--- src/rtl/output_buffer_pkg.sv ---
// Shared constants, counter-width helper and capture FSM encoding for output_buffer.
package output_buffer_pkg;

    localparam int unsigned R_LSB     = 24;
    localparam int unsigned G_LSB     = 16;
    localparam int unsigned B_LSB     = 8;
    localparam int unsigned COL_CNT_W = 16;

    typedef enum logic {
        IDLE,
        CAPTURE
    } cap_state_t;

    // Bits needed to hold values 0..n inclusive.
    function automatic int unsigned cnt_width(input int unsigned n);
        return $clog2(n + 1);
    endfunction

endpackage

--- src/rtl/output_buffer_if.sv ---
// AXI-Stream bundle driven by output_buffer (master) towards the downstream sink (slave).
interface output_buffer_if #(
    parameter int unsigned C_AXIS_TDATA_WIDTH = 32
);
    logic                              m_tvalid;
    logic                              m_tready;
    logic [C_AXIS_TDATA_WIDTH-1:0]     m_tdata;
    logic [C_AXIS_TDATA_WIDTH/8-1:0]   m_tstrb;
    logic                              m_tlast;

    modport master (output m_tvalid, m_tdata, m_tstrb, m_tlast, input m_tready);
    modport slave  (input m_tvalid, m_tdata, m_tstrb, m_tlast, output m_tready);
endinterface

--- src/rtl/output_buffer_tag_delay_line.sv ---
// Enable-gated DEPTH-deep shifter that keeps the column tag aligned with processed pixels.
module tag_delay_line #(
    parameter int unsigned DEPTH = 1
) (
    input  logic clk,
    input  logic rst,
    input  logic en,
    input  logic tag_in,
    output logic tag_out
);
    generate
        if (DEPTH == 0) begin : g_bypass
            logic unused_ctrl;
            assign unused_ctrl = ^{clk, rst, en};
            assign tag_out     = tag_in;
        end else begin : g_shift
            logic [DEPTH-1:0] sr;
            always_ff @(posedge clk) begin
                if (rst)      sr <= '0;
                else if (en)  sr <= DEPTH'({sr, tag_in});
            end
            assign tag_out = sr[DEPTH-1];
        end
    endgenerate
endmodule

--- src/rtl/output_buffer.sv ---
// AXI-Stream master: packs valid pixel columns into beats with tlast per column.
// Optional OUTPUT_BUFFER_SKID_EN swaps the single output register for a 2-entry skid FIFO.
module output_buffer
    import output_buffer_pkg::*;
#(
    parameter int unsigned DATA_WIDTH         = 8,
    parameter int unsigned C_AXIS_TDATA_WIDTH = 32,
    parameter int unsigned OUTPUT_HEIGHT      = 480,
    parameter int unsigned PROC_LATENCY       = 1
) (
    input  logic                  aclk,
    input  logic                  areset,
    input  logic [DATA_WIDTH-1:0] proc_R,
    input  logic [DATA_WIDTH-1:0] proc_G,
    input  logic [DATA_WIDTH-1:0] proc_B,
    input  logic                  is_full_columns_first_input,
    input  logic                  data_flowing,
    output logic                  output_has_back_pressure,
    output logic                  overrun_err,
    output logic [COL_CNT_W-1:0]  col_count,
    output_buffer_if.master       axis
);
    localparam int unsigned ROW_W = cnt_width(OUTPUT_HEIGHT);
    localparam int unsigned TW    = C_AXIS_TDATA_WIDTH;

    logic             tag_out;
    cap_state_t       state, state_nxt;
    logic [ROW_W-1:0] row_cnt, row_cnt_nxt;
    logic             cap_c, cap_last_c, overrun_c;
    logic [TW-1:0]    beat_c;

    tag_delay_line #(.DEPTH(PROC_LATENCY)) u_tag_delay (
        .clk     (aclk),
        .rst     (areset),
        .en      (data_flowing),
        .tag_in  (is_full_columns_first_input),
        .tag_out (tag_out)
    );

    always_ff @(posedge aclk) begin
        if (areset) begin
            state   <= IDLE;
            row_cnt <= '0;
        end else begin
            state   <= state_nxt;
            row_cnt <= row_cnt_nxt;
        end
    end

    // Column capture: row_cnt counts the rows still owed by the open column.
    always_comb begin
        state_nxt   = state;
        row_cnt_nxt = row_cnt;
        cap_c       = 1'b0;
        cap_last_c  = 1'b0;
        overrun_c   = 1'b0;
        if (data_flowing) begin
            case (state)
                IDLE: begin
                    if (tag_out) begin
                        cap_c = 1'b1;
                        if (OUTPUT_HEIGHT == 1) begin
                            cap_last_c  = 1'b1;
                            row_cnt_nxt = '0;
                        end else begin
                            state_nxt   = CAPTURE;
                            row_cnt_nxt = ROW_W'(OUTPUT_HEIGHT - 1);
                        end
                    end
                end
                CAPTURE: begin
                    cap_c = 1'b1;
                    if (tag_out) begin
                        overrun_c   = 1'b1;
                        row_cnt_nxt = ROW_W'(OUTPUT_HEIGHT - 1);
                    end else if (row_cnt == ROW_W'(1)) begin
                        cap_last_c  = 1'b1;
                        state_nxt   = IDLE;
                        row_cnt_nxt = '0;
                    end else begin
                        row_cnt_nxt = row_cnt - ROW_W'(1);
                    end
                end
                default: state_nxt = IDLE;
            endcase
        end
    end

    always_ff @(posedge aclk) begin
        if (areset) begin
            overrun_err <= 1'b0;
            col_count   <= '0;
        end else begin
            if (overrun_c)  overrun_err <= 1'b1;
            if (cap_last_c) col_count   <= col_count + COL_CNT_W'(1);
        end
    end

    always_comb begin
        beat_c                       = '0;
        beat_c[R_LSB +: DATA_WIDTH]  = proc_R;
        beat_c[G_LSB +: DATA_WIDTH]  = proc_G;
        beat_c[B_LSB +: DATA_WIDTH]  = proc_B;
    end

    assign axis.m_tstrb = '1;

`ifdef OUTPUT_BUFFER_SKID_EN
    logic [TW-1:0] skid_data;
    logic          skid_last;
    logic          skid_valid;
    logic          take_c;

    // An occupied skid entry means both slots are held: that is the full flag.
    assign output_has_back_pressure = skid_valid;
    assign take_c                   = !axis.m_tvalid || axis.m_tready;

    always_ff @(posedge aclk) begin
        if (areset) begin
            axis.m_tvalid <= 1'b0;
            axis.m_tdata  <= '0;
            axis.m_tlast  <= 1'b0;
            skid_data     <= '0;
            skid_last     <= 1'b0;
            skid_valid    <= 1'b0;
        end else if (take_c) begin
            if (skid_valid) begin
                axis.m_tvalid <= 1'b1;
                axis.m_tdata  <= skid_data;
                axis.m_tlast  <= skid_last;
                skid_valid    <= cap_c;
                if (cap_c) begin
                    skid_data <= beat_c;
                    skid_last <= cap_last_c;
                end
            end else if (cap_c) begin
                axis.m_tvalid <= 1'b1;
                axis.m_tdata  <= beat_c;
                axis.m_tlast  <= cap_last_c;
            end else begin
                axis.m_tvalid <= 1'b0;
            end
        end else if (cap_c) begin
            skid_data  <= beat_c;
            skid_last  <= cap_last_c;
            skid_valid <= 1'b1;
        end
    end
`else
    assign output_has_back_pressure = axis.m_tvalid && !axis.m_tready;

    always_ff @(posedge aclk) begin
        if (areset) begin
            axis.m_tvalid <= 1'b0;
            axis.m_tdata  <= '0;
            axis.m_tlast  <= 1'b0;
        end else if (cap_c) begin
            axis.m_tvalid <= 1'b1;
            axis.m_tdata  <= beat_c;
            axis.m_tlast  <= cap_last_c;
        end else if (axis.m_tvalid && axis.m_tready) begin
            axis.m_tvalid <= 1'b0;
        end
    end
`endif

    // Upstream must freeze while back-pressure is raised.
    no_capture_under_back_pressure: assert property (
        @(posedge aclk) disable iff (areset) !(data_flowing && output_has_back_pressure)
    );

endmodule

--- src/flat_wrapper.sv ---
// flat-port wrapper written by rule: the top's interface ports become plain ports
module output_buffer_flat import output_buffer_pkg::*;
#(
    parameter int unsigned DATA_WIDTH         = 8,
    parameter int unsigned C_AXIS_TDATA_WIDTH = 32,
    parameter int unsigned OUTPUT_HEIGHT      = 480,
    parameter int unsigned PROC_LATENCY       = 1
)
  (aclk, areset, proc_R, proc_G, proc_B, is_full_columns_first_input, data_flowing, output_has_back_pressure, overrun_err, col_count, axis_m_tvalid, axis_m_tdata, axis_m_tstrb, axis_m_tlast, axis_m_tready);
  output_buffer_if #(.C_AXIS_TDATA_WIDTH(C_AXIS_TDATA_WIDTH)) axis_i ();
  input  logic aclk;
  input  logic areset;
  input  logic [DATA_WIDTH-1:0] proc_R;
  input  logic [DATA_WIDTH-1:0] proc_G;
  input  logic [DATA_WIDTH-1:0] proc_B;
  input  logic is_full_columns_first_input;
  input  logic data_flowing;
  output logic output_has_back_pressure;
  output logic overrun_err;
  output logic [COL_CNT_W-1:0] col_count;
  output wire logic [$bits(axis_i.m_tvalid)-1:0] axis_m_tvalid;
  output wire logic [$bits(axis_i.m_tdata)-1:0] axis_m_tdata;
  output wire logic [$bits(axis_i.m_tstrb)-1:0] axis_m_tstrb;
  output wire logic [$bits(axis_i.m_tlast)-1:0] axis_m_tlast;
  input wire logic [$bits(axis_i.m_tready)-1:0] axis_m_tready;
  assign axis_m_tvalid = axis_i.m_tvalid;
  assign axis_m_tdata = axis_i.m_tdata;
  assign axis_m_tstrb = axis_i.m_tstrb;
  assign axis_m_tlast = axis_i.m_tlast;
  assign axis_i.m_tready = axis_m_tready;
  output_buffer #(.DATA_WIDTH(DATA_WIDTH), .C_AXIS_TDATA_WIDTH(C_AXIS_TDATA_WIDTH), .OUTPUT_HEIGHT(OUTPUT_HEIGHT), .PROC_LATENCY(PROC_LATENCY)) u_core (.aclk(aclk), .areset(areset), .proc_R(proc_R), .proc_G(proc_G), .proc_B(proc_B), .is_full_columns_first_input(is_full_columns_first_input), .data_flowing(data_flowing), .output_has_back_pressure(output_has_back_pressure), .overrun_err(overrun_err), .col_count(col_count), .axis(axis_i));
endmodule
--- config.mk ---
export PLATFORM = sky130hd
export DESIGN_NAME = output_buffer_flat
export DESIGN_NICKNAME = d
export VERILOG_FILES = /design/src/rtl/output_buffer_pkg.sv /design/src/rtl/output_buffer_if.sv /design/src/rtl/output_buffer_tag_delay_line.sv /design/src/rtl/output_buffer.sv /design/src/flat_wrapper.sv
export SDC_FILE = /design/constraint.sdc
export NUM_CORES = 1
export LEC_CHECK = 0
export ABC_AREA = 1
export CORE_UTILIZATION = 42
export CTS_BUF_LIST = sky130_fd_sc_hd__clkbuf_4 sky130_fd_sc_hd__clkbuf_8
export DETAILED_ROUTE_END_ITERATION = 16
export DONT_BUFFER_PORTS = 1
export PLACE_DENSITY = 0.58
export REMOVE_ABC_BUFFERS = 1
export SLEW_MARGIN = 10
export SYNTH_ARGS = -nofsm -noshare
export SYNTH_HDL_FRONTEND = slang
export SYNTH_SLANG_ARGS = --single-unit
--- constraint.sdc ---
create_clock -name aclk -period 2.15 [get_ports aclk]
set_clock_uncertainty 0.2 [all_clocks]
set_input_delay 0.1075 -clock aclk [delete_from_list [all_inputs] [get_ports aclk]]
set_output_delay 0.1075 -clock aclk [all_outputs]
set_load 0.005 [all_outputs]
==> summary.md, run 1 <==
| Metric | Value |
|---|---|
| Area leader, netlist | `dfxtp_1` |
| Layout Nets | `436` |
| Vias in the first global route | `2278` |
| Grt total ovfl | `0` |
| Most frequent cells after synthesis | `87 x nor2_1, 72 x nand2_1, 54 x dfxtp_1, 37 x o21ai_0, 26 x inv_1` |
| Final hold vios | `0` |
| Max Freq | `536 MHz` |
| Tcrit/Tclk final | `86.8%` |
| Height of the die | `80.6 um` |
| Final Setup Violations | `0` |
| CP Max Fanout | `35` |
| Die area | `around 0.0065 mm^2` |
| Drt first pass iters | `4` |
| FFs w/ async S/R, synth | `0%` |
| Setup TNS | `0 ns` |
| Reg2Reg Setup Slack | `roughly 0.37 ns` |
| Yosys warns | `0` |
| Routed length per instance | `12.7 um` |
| Count of cell types in the netlist | `31` |
| IO Count | `between 80 and 90` |
| H-tree depth | `2` |
| First DRT Iteration DRCs | `120` |
| Ant diodes | `0` |
| First-pass GRT wire length | `10400 um` |
| Count leader, synth | `nor2_1` |
| Area after DPL | `0.00262 mm^2` |
| Largest net degree at the start of global routing | `36` |
| Tmin final | `1.87 ns` |
| Sequential element share of the synthesized area | `41.6%` |
| Outcome | `complete, no violations` |
| Via count | `2358` |
| Peak VDD IR | `0.000347 V` |
| # DRC | `0` |
| Leakage | `1.23 nW` |
| R2R depth | `10` |
| Area growth, synth to finish | `16.2%` |
| CP arrival | `1.87 ns` |
| Least-Margin Pin Slew | `0.775 ns` |
| CTS tree | `done` |
| Routed Wire Length | `6110 um` |
| Mapped Area | `0.00260 mm^2` |
| Total power | `2.05 mW` |
| R2r endpoint | `u_core.col_count[6]` |
| CTS Buf Count | `5` |
| Die Wd | `80.6 um` |
| Clock transition at the registers of the reported paths | `approximately 0.1 ns` |
| # Post-CTS Setup Buffers | `0` |
| Initial Util | `43.6%` |
| Total GRT Usage | `between 20% and 30%` |
| Worst Setup EP | `u_core.axis.m_tdata[23]` |
| CP startpoint | `areset` |
| Number of flops mapped to enable cells by yosys | `0` |
| Clock insertion delay at the later pin of the skew report | `0.30 ns` |
| Via density per instance | `4.91` |
| Synth top area share | `41.6%` |
| Worst hold path type | `primary input to flop` |
| Fin area | `0.00302 mm^2` |
| Num rows | `28` |
| DRT antenna net count | `0` |
| DP HPWL | `4030 um` |
| Mean Syn Cell Area | `6.87 um^2` |
| Fin. max-slew vios | `0` |
| Placer Congestion | `between 0.8 and 0.9` |
| Clock sink count | `54` |
| Layout cell share with drive strength beyond 1 | `under 10%` |
| Root Buffer | `clkbuf_8` |
| Worst Path Required | `2.15 ns` |
| Clk buf depth | `2` |
| CP endpoint kind | `flop` |
| Max Cap Viol | `0` |
| CP Launch Type | `primary input` |
| Synth Instances | `roughly 380` |
| Reg2Reg Launch Point | `u_core.row_cnt[1]` |
| IO Port Bufs | `0` |
| Power per Cell Area | `a little under 700 mW/mm^2` |
| WS Path Type | `primary input to flop` |
| Slew headroom | `48.2%` |
| Synth top area cells | `dfxtp_1 42%, nor2_1 13%, nand2_1 10%` |
| RSZ-0062 raised after global routing | `no` |
| Initial antenna violation count | `0` |
| Ys flop type | `dfxtp_1` |
| Core area | `0.00596 mm^2` |
| Flops & latches, synth | `54` |
## cell families (layout without fill, tap and decap cells)
group | count (synthesis) | in the layout | synth area share (%)
DFF | 54 | 54 | 41.6
AOI/OAI and AO/OA | 67 | 67 | 13.3
and+or+nand+nor | 195 | 195 | 32.4
xor gates and xnor gates | 4 | 4 | 1.35
other | 2 | 12 | 0.289
adders and majority gates | 3 | 3 | 1.45
buffers and inverters | 53 | 70 | 9.54
## metrics by stage
stage | hold WS, ns | worst slack, ns | utilization (%) | instances
2_1_floorplan | -0.0234 | 0.321 | - | 365
3_3_place_gp | -0.0193 | 0.417 | 44.0 | 444
3_5_place_dp | -0.0172 | 0.404 | 44.0 | 444
4_1_cts | 0.0122 | 0.285 | 50.7 | 480
5_1_grt | 0.0184 | 0.117 | 50.7 | 480
6_report | 0.0174 | 0.284 | 50.7 | 480
## placed cells by master (no fill, tap or decap), drive strengths merged, types with 3 or more instances in the layout
cell type,netlist,final
dlygate4sd3,0,28
buf,15,4
inv,29,29
conb,2,12
nand4,9,9
xor2,3,3
dfxtp,54,54
nor2,92,92
nand2,75,75
o21ai,38,38
clkbuf,8,6
nand3,16,16
a21oi,25,25
ha,3,3
## per-layer routing
layer | track usage, % | part of all wire [%] | vias to the layer above
met2 | 36.3 | 47 | 79
met3 | 5.57 | 6.6 | 2
li1 | - | - | 1233
met1 | 24.6 | 46 | 1044
met5 | 0 | 0 | -
met4 | 4.82 | 0.34 | 0
## timing repair
action                                  4_1_cts  5_1_grt
hold endpoints to repair                     45        0
hold buffers                                 28        0
endpoints found under the setup margin        0        0
gates resized for setup                       0        0
## cell type report
class | instances | area, um^2
fillers | 594 | 2940
inverters | 30 | 113
repair buffers | 32 | 310
multi-input cells | 281 | 1310
clock buffers | 6 | 76.3
clock inverters | 2 | 37.5
well taps | 75 | 93.8
flip-flops and latches | 54 | 1080
## critical path, stage by stage
cell and delay (ns):
dlygate4sd3_1 1.04, clkinv_1 0.22, buf_4 0.29, o21ai_0 0.13, nor2_1 0.06
## sequential cells by signal (all words and copies together), names as in the netlist
signal	count
u_core.u_tag_delay.tag_out	1
u_core.overrun_err	1
u_core.axis.m_tdata	24
u_core.row_cnt	9
u_core.state	1
u_core.axis.m_tlast	1
u_core.col_count	16
u_core.axis.m_tvalid	1
## how the worst min path moves through the flow
stage | start | to | cells after the start
after floorplan | areset | u_core.axis.m_tlast | 1
after global placement | areset | u_core.overrun_err | 1
after detailed placement | areset | u_core.col_count[10] | 1
after CTS | data_flowing | u_core.col_count[10] | 3
after global routing | data_flowing | u_core.col_count[10] | 3
final | data_flowing | u_core.col_count[15] | 3
## where the power goes
part	total (mW)	internal (mW)	switching, mW	leakage [nW]
registers	1.10	1.05	0.0477	0.441
logic	0.260	0.107	0.154	0.736
clock network	0.691	0.361	0.331	0.0548
total	2.05	1.52	0.532	1.23
(Power assumes the default switching activity.)
==> inputs of run 2 (changes only) <==
Settings changed: HOLD_SLACK_MARGIN set to 0.06.
==> summary.md, run 2 (synthesis gave the netlist of run 1 again) <==
| Metric | Value |
|---|---|
| CP Launch Type | `primary input` |
| Clock transition at the registers of the reported paths | `about 0.1 ns` |
| Worst Path Required | `2.15 ns` |
| WS Path Type | `primary input to flop` |
| Hold Path End | `u_core.overrun_err` |
| Power per Cell Area | `681 mW/mm^2` |
| Layout cell share with drive strength beyond 1 | `6.91%` |
| Vias in the first global route | `approximately 2300` |
| DRT antenna net count | `0` |
| Final Setup Violations | `0` |
| R2R depth | `10` |
| RSZ-0062 raised after global routing | `no` |
| Leakage | `1.23 nW` |
| First DRT Iteration DRCs | `110` |
| Die Wd | `80.6 um` |
| Commonest non-fill, non-tap cell in the layout | `nor2_1` |
| Initial antenna violation count | `0` |
| Max FFs per register | `24` |
| IO Port Bufs | `0` |
| Reg2Reg Launch Point | `u_core.row_cnt[1]` |
| Slew headroom | `47.8%` |
| Tmin final | `1.87 ns` |
| Via count | `roughly 2400` |
| Root Buffer | `clkbuf_8` |
| Hold_ws | `roughly 0.27 ns` |
| Leading registers by flop count | `u_core.axis.m_tdata (24), u_core.col_count (16), u_core.row_cnt (9)` |
| Placer Congestion | `slightly above 0.8` |
| Peak VDD IR | `about 0.00035 V` |
| Max Freq | `approximately 530 MHz` |
| Setup TNS | `0 ns` |
| Worst hold path type | `flop to flop` |
| Die area | `0.00650 mm^2` |
| Tcrit/Tclk final | `between 80% and 90%` |
| CP Max Fanout | `35` |
| Most frequent cells in the layout | `87 x nor2_1, 72 x nand2_1, 54 x dfxtp_1` |
| Largest net degree at the start of global routing | `36` |
| Final hold vios | `0` |
| Fin worst setup slack | `~0.28 ns` |
| IO Count | `85` |
| Routed Wire Length | `~6000 um` |
| Num rows | `28` |
| Outcome | `complete, no violations` |
| CP startpoint | `areset` |
| Total GRT Usage | `20.6%` |
| CTS tree | `done` |
| Initial Util | `roughly 44%` |
| Max Cap Viol | `0` |
| First-pass GRT wire length | `10300 um` |
| Height of the die | `80.6 um` |
| R2r endpoint | `u_core.col_count[6]` |
| CP arrival | `1.88 ns` |
| Core area | `0.00596 mm^2` |
| Min-delay src | `u_core.overrun_err` |
| Resized cells post-CTS | `0` |
| Dpl ws | `0.404 ns` |
| Area growth, synth to finish | `16.2%` |
| Least-Margin Pin Slew | `about 0.78 ns` |
| CP endpoint kind | `flop` |
| DP HPWL | `4030 um` |
| Layout Nets | `436` |
| Reg2Reg Setup Slack | `0.37 ns` |
| Biggest register | `u_core.axis.m_tdata` |
| Drt first pass iters | `4` |
| Clock insertion delay at the later pin of the skew report | `0.30 ns` |
| Hold Crit Depth | `2` |
| Routed length per instance | `roughly 13 um` |
| CTS Buf Count | `5` |
| Ant diodes | `0` |
| Via density per instance | `between 4 and 5` |
| Clk buf depth | `2` |
| Fin. max-slew vios | `0` |
| Clock sink count | `54` |
| Filler Cell Count | `594` |
| Grt total ovfl | `0` |
| # DRC | `0` |
| H-tree depth | `2` |
[run 2: cell counts in the layout (fill, tap and decap cells not counted)]
No cell type changed its count.
[run 2: area by class of cell]
type | count | area (um^2) | area share [%]
multi-input cells | 281 | 1310 | 43.3
flip-flops and latches | 54 | 1080 | 35.8
repair buffers | 32 | 310 | 10.3
inverters | 30 | 113 | 3.73
well taps | 75 | 93.8 | 3.11
clock buffers | 6 | 76.3 | 2.53
clock inverters | 2 | 37.5 | 1.24
[run 2: layer usage]
metal  vias up  GRT usage, %  part of all wire, %
met3         2          5.57                  6.7
met2        82          36.2                   47
met4         0          4.82                 0.34
met1      1045          24.6                   46
li1       1232             -                    -
met5         -             0                    0
[run 2: through the flow]
stage | total power [mW] | cell area, um^2 | util (%) | std cells
3_5_place_dp | 1.33 | 2620 | 44.0 | 444
2_1_floorplan | 1.28 | 2500 | - | 365
5_1_grt | 2.17 | 3020 | 50.7 | 480
4_1_cts | 2.08 | 3020 | 50.7 | 480
6_report | 2.05 | 3020 | 50.7 | 480
3_3_place_gp | 1.33 | 2620 | 44.0 | 444
[run 2: repair_timing]
action                                  4_1_cts  5_1_grt
setup buffers                                 0        0
endpoints found under the setup margin        0        0
hold buffers                                 28        0
endpoints found under the hold margin        47        0
[run 2: worst max-delay path by stage]
stage	to	slack, ns	depth (start not counted)
2_1_floorplan	u_core.axis.m_tdata[10]	0.32	5
3_3_place_gp	u_core.col_count[8]	0.42	8
3_5_place_dp	u_core.col_count[2]	0.40	11
4_1_cts	u_core.row_cnt[2]	0.29	5
5_1_grt	u_core.row_cnt[4]	0.12	5
6_report	u_core.axis.m_tdata[23]	0.28	5
[run 2: power breakdown]
group / internal [mW] / leakage [nW] / total [mW] / switching (mW)
clock network: 0.361 / 0.0548 / 0.691 / 0.331
logic: 0.107 / 0.736 / 0.261 / 0.155
registers: 1.05 / 0.441 / 1.10 / 0.0476
total: 1.52 / 1.23 / 2.05 / 0.533
[run 2: worst max-delay path: stages]
cell	delay (ns)
dlygate4sd3_1	1.04
clkinv_1	0.22
buf_4	0.29
o21ai_0	0.13
nor2_1	0.06
==> inputs of run 3 (changes only) <==
Settings changed: CORE_UTILIZATION 42 to 35, PLACE_DENSITY 0.58 to 0.55.
==> summary.md, run 3 (synthesis gave the netlist of run 1 again) <==
| Metric | Value |
|---|---|
| First DRT Iteration DRCs | `about 140` |
| CP startpoint | `areset` |
| Commonest non-fill, non-tap cell in the layout | `nor2_1` |
| Vias in the first global route | `2257` |
| Peak VDD IR | `about 0.00033 V` |
| CP arrival | `2.06 ns` |
| Die Wd | `88.1 um` |
| Leading registers by flop count | `u_core.axis.m_tdata (24), u_core.col_count (16), u_core.row_cnt (9)` |
| IO Count | `85` |
| # DRC | `0` |
| Max Used Layer | `met4` |
| Min-delay src | `areset` |
| First-pass GRT wire length | `10300 um` |
| Tcrit/Tclk final | `between 90% and 100%` |
| Met1 wire length | `3020 um` |
| Grt total ovfl | `0` |
| CP endpoint kind | `flop` |
| Max FFs per register | `24` |
| Tmin final | `2.05 ns` |
| Slew headroom | `58.1%` |
| Multi-input logic area | `0.00132 mm^2` |
| DP HPWL | `4220 um` |
| Filler Cell Count | `between 700 and 800` |
| Via density per instance | `4.79` |
| Layout cell share with drive strength beyond 1 | `8.03%` |
| Hold Crit Depth | `2` |
| Initial antenna violation count | `0` |
| Final hold vios | `0` |
| Die area | `0.00777 mm^2` |
| CP Launch Type | `primary input` |
| Biggest register | `u_core.axis.m_tdata` |
| CTS Buf Count | `5` |
| Routed Wire Length | `6550 um` |
| Routed length on met3 | `454 um` |
| Ant diodes | `0` |
| Setup TNS | `0 ns` |
| Least-Margin Pin Slew | `between 0.6 and 0.7 ns` |
| Layout Nets | `442` |
| R2R depth | `7` |
| Fin. max-slew vios | `0` |
| Drt first pass iters | `6` |
| Clk buf depth | `2` |
| Worst hold path type | `primary input to flop` |
| DRT antenna net count | `0` |
| Final Setup Violations | `0` |
| Area growth, synth to finish | `20.4%` |
| Largest net degree at the start of global routing | `26` |
| Most frequent cells in the layout | `85 x nor2_1, 72 x nand2_1, 54 x dfxtp_1` |
| CP Max Fanout | `22` |
| CTS tree | `done` |
| WS Path Type | `primary input to flop` |
| Height of the die | `a little under 90 um` |
| Via count | `2442` |
| Total GRT Usage | `17.3%` |
| Root Buffer | `clkbuf_8` |
| Fin area | `0.00313 mm^2` |
| Dpl ws | `0.368 ns` |
| Max Cap Viol | `0` |
| H-tree depth | `2` |
| Max Freq | `487 MHz` |
| Placer Congestion | `0.832` |
| Outcome | `complete, no violations` |
| Area after DPL | `0.00265 mm^2` |
| Reg2Reg Launch Point | `u_core.row_cnt[4]` |
| Met2 WL | `between 3000 and 4000 um` |
| Placed cell count | `467` |
| Core area | `0.00721 mm^2` |
| Initial Util | `36.0%` |
| Fin cells | `510` |
| Leakage | `1.27 nW` |
| Clock transition at the registers of the reported paths | `0.11 ns` |
| Fin worst setup slack | `0.0976 ns` |
| Reg area | `0.00108 mm^2` |
| Routed length per instance | `12.8 um` |
| Clock sink count | `54` |
| Power per Cell Area | `673 mW/mm^2` |
| Worst Path Required | `about 2.2 ns` |
| Clock insertion delay at the later pin of the skew report | `approximately 0.31 ns` |
| IO Port Bufs | `0` |
| Total power | `around 2.1 mW` |
| Num rows | `31` |
==> run 3: path summary, 6_finish.rpt <==
| kind | end | slack (ns) |
|---|---|---|
| worst min register to register | u_core.axis.m_tlast | 0.33 |
| worst min-delay path | u_core.overrun_err | 0.19 |
| worst max-delay path | u_core.axis.m_tdata[18] | 0.1 |
| worst max register to register | u_core.row_cnt[3] | 0.1 |
==> run 3: cell type report <==
type	instances	share of cell area, %
Inverter	30	3.72
Tap cell	99	3.96
Multi-Input combinational cell	281	42.3
Clock inverter	3	1.40
Sequential cell	54	34.6
Clock buffer	5	2.20
Timing Repair Buffer	38	11.8
==> run 3: per-layer routing <==
metal | up-vias | global-route usage, %
li1 | 1249 | -
met1 | 1105 | 20.4
met2 | 81 | 30.5
met3 | 7 | 5.28
met4 | 0 | 4.55
met5 | - | 0
==> run 3: worst max-delay path, cell delays in order <==
cell and delay (ns):
dlygate4sd3_1 0.94, clkinvlp_4 0.48, buf_4 0.32, o21ai_0 0.13, nor2_1 0.07
==> run 3: stage by stage <==
step           utilization, %  hold WS (ns)
6_report                 43.3         0.190
5_1_grt                  43.3         0.179
3_5_place_dp             36.7       -0.0178
4_1_cts                  42.9         0.179
2_1_floorplan               -       -0.0234
3_3_place_gp             36.7       -0.0199
==> run 3: power breakdown <==
group          internal [mW]  total [mW]  switching (mW)
Combinational          0.119       0.280           0.162
Clock                  0.350       0.721           0.370
Sequential              1.05        1.10          0.0489
Total                   1.52        2.10           0.581
==> run 3: timing repair <==
action | CTS | global route
endpoints found under the hold margin | 49 | 0
hold buffers | 34 | 0
gates resized for setup | 0 | 7
setup buffers | 0 | 1
setup endpoints to repair | 0 | 26
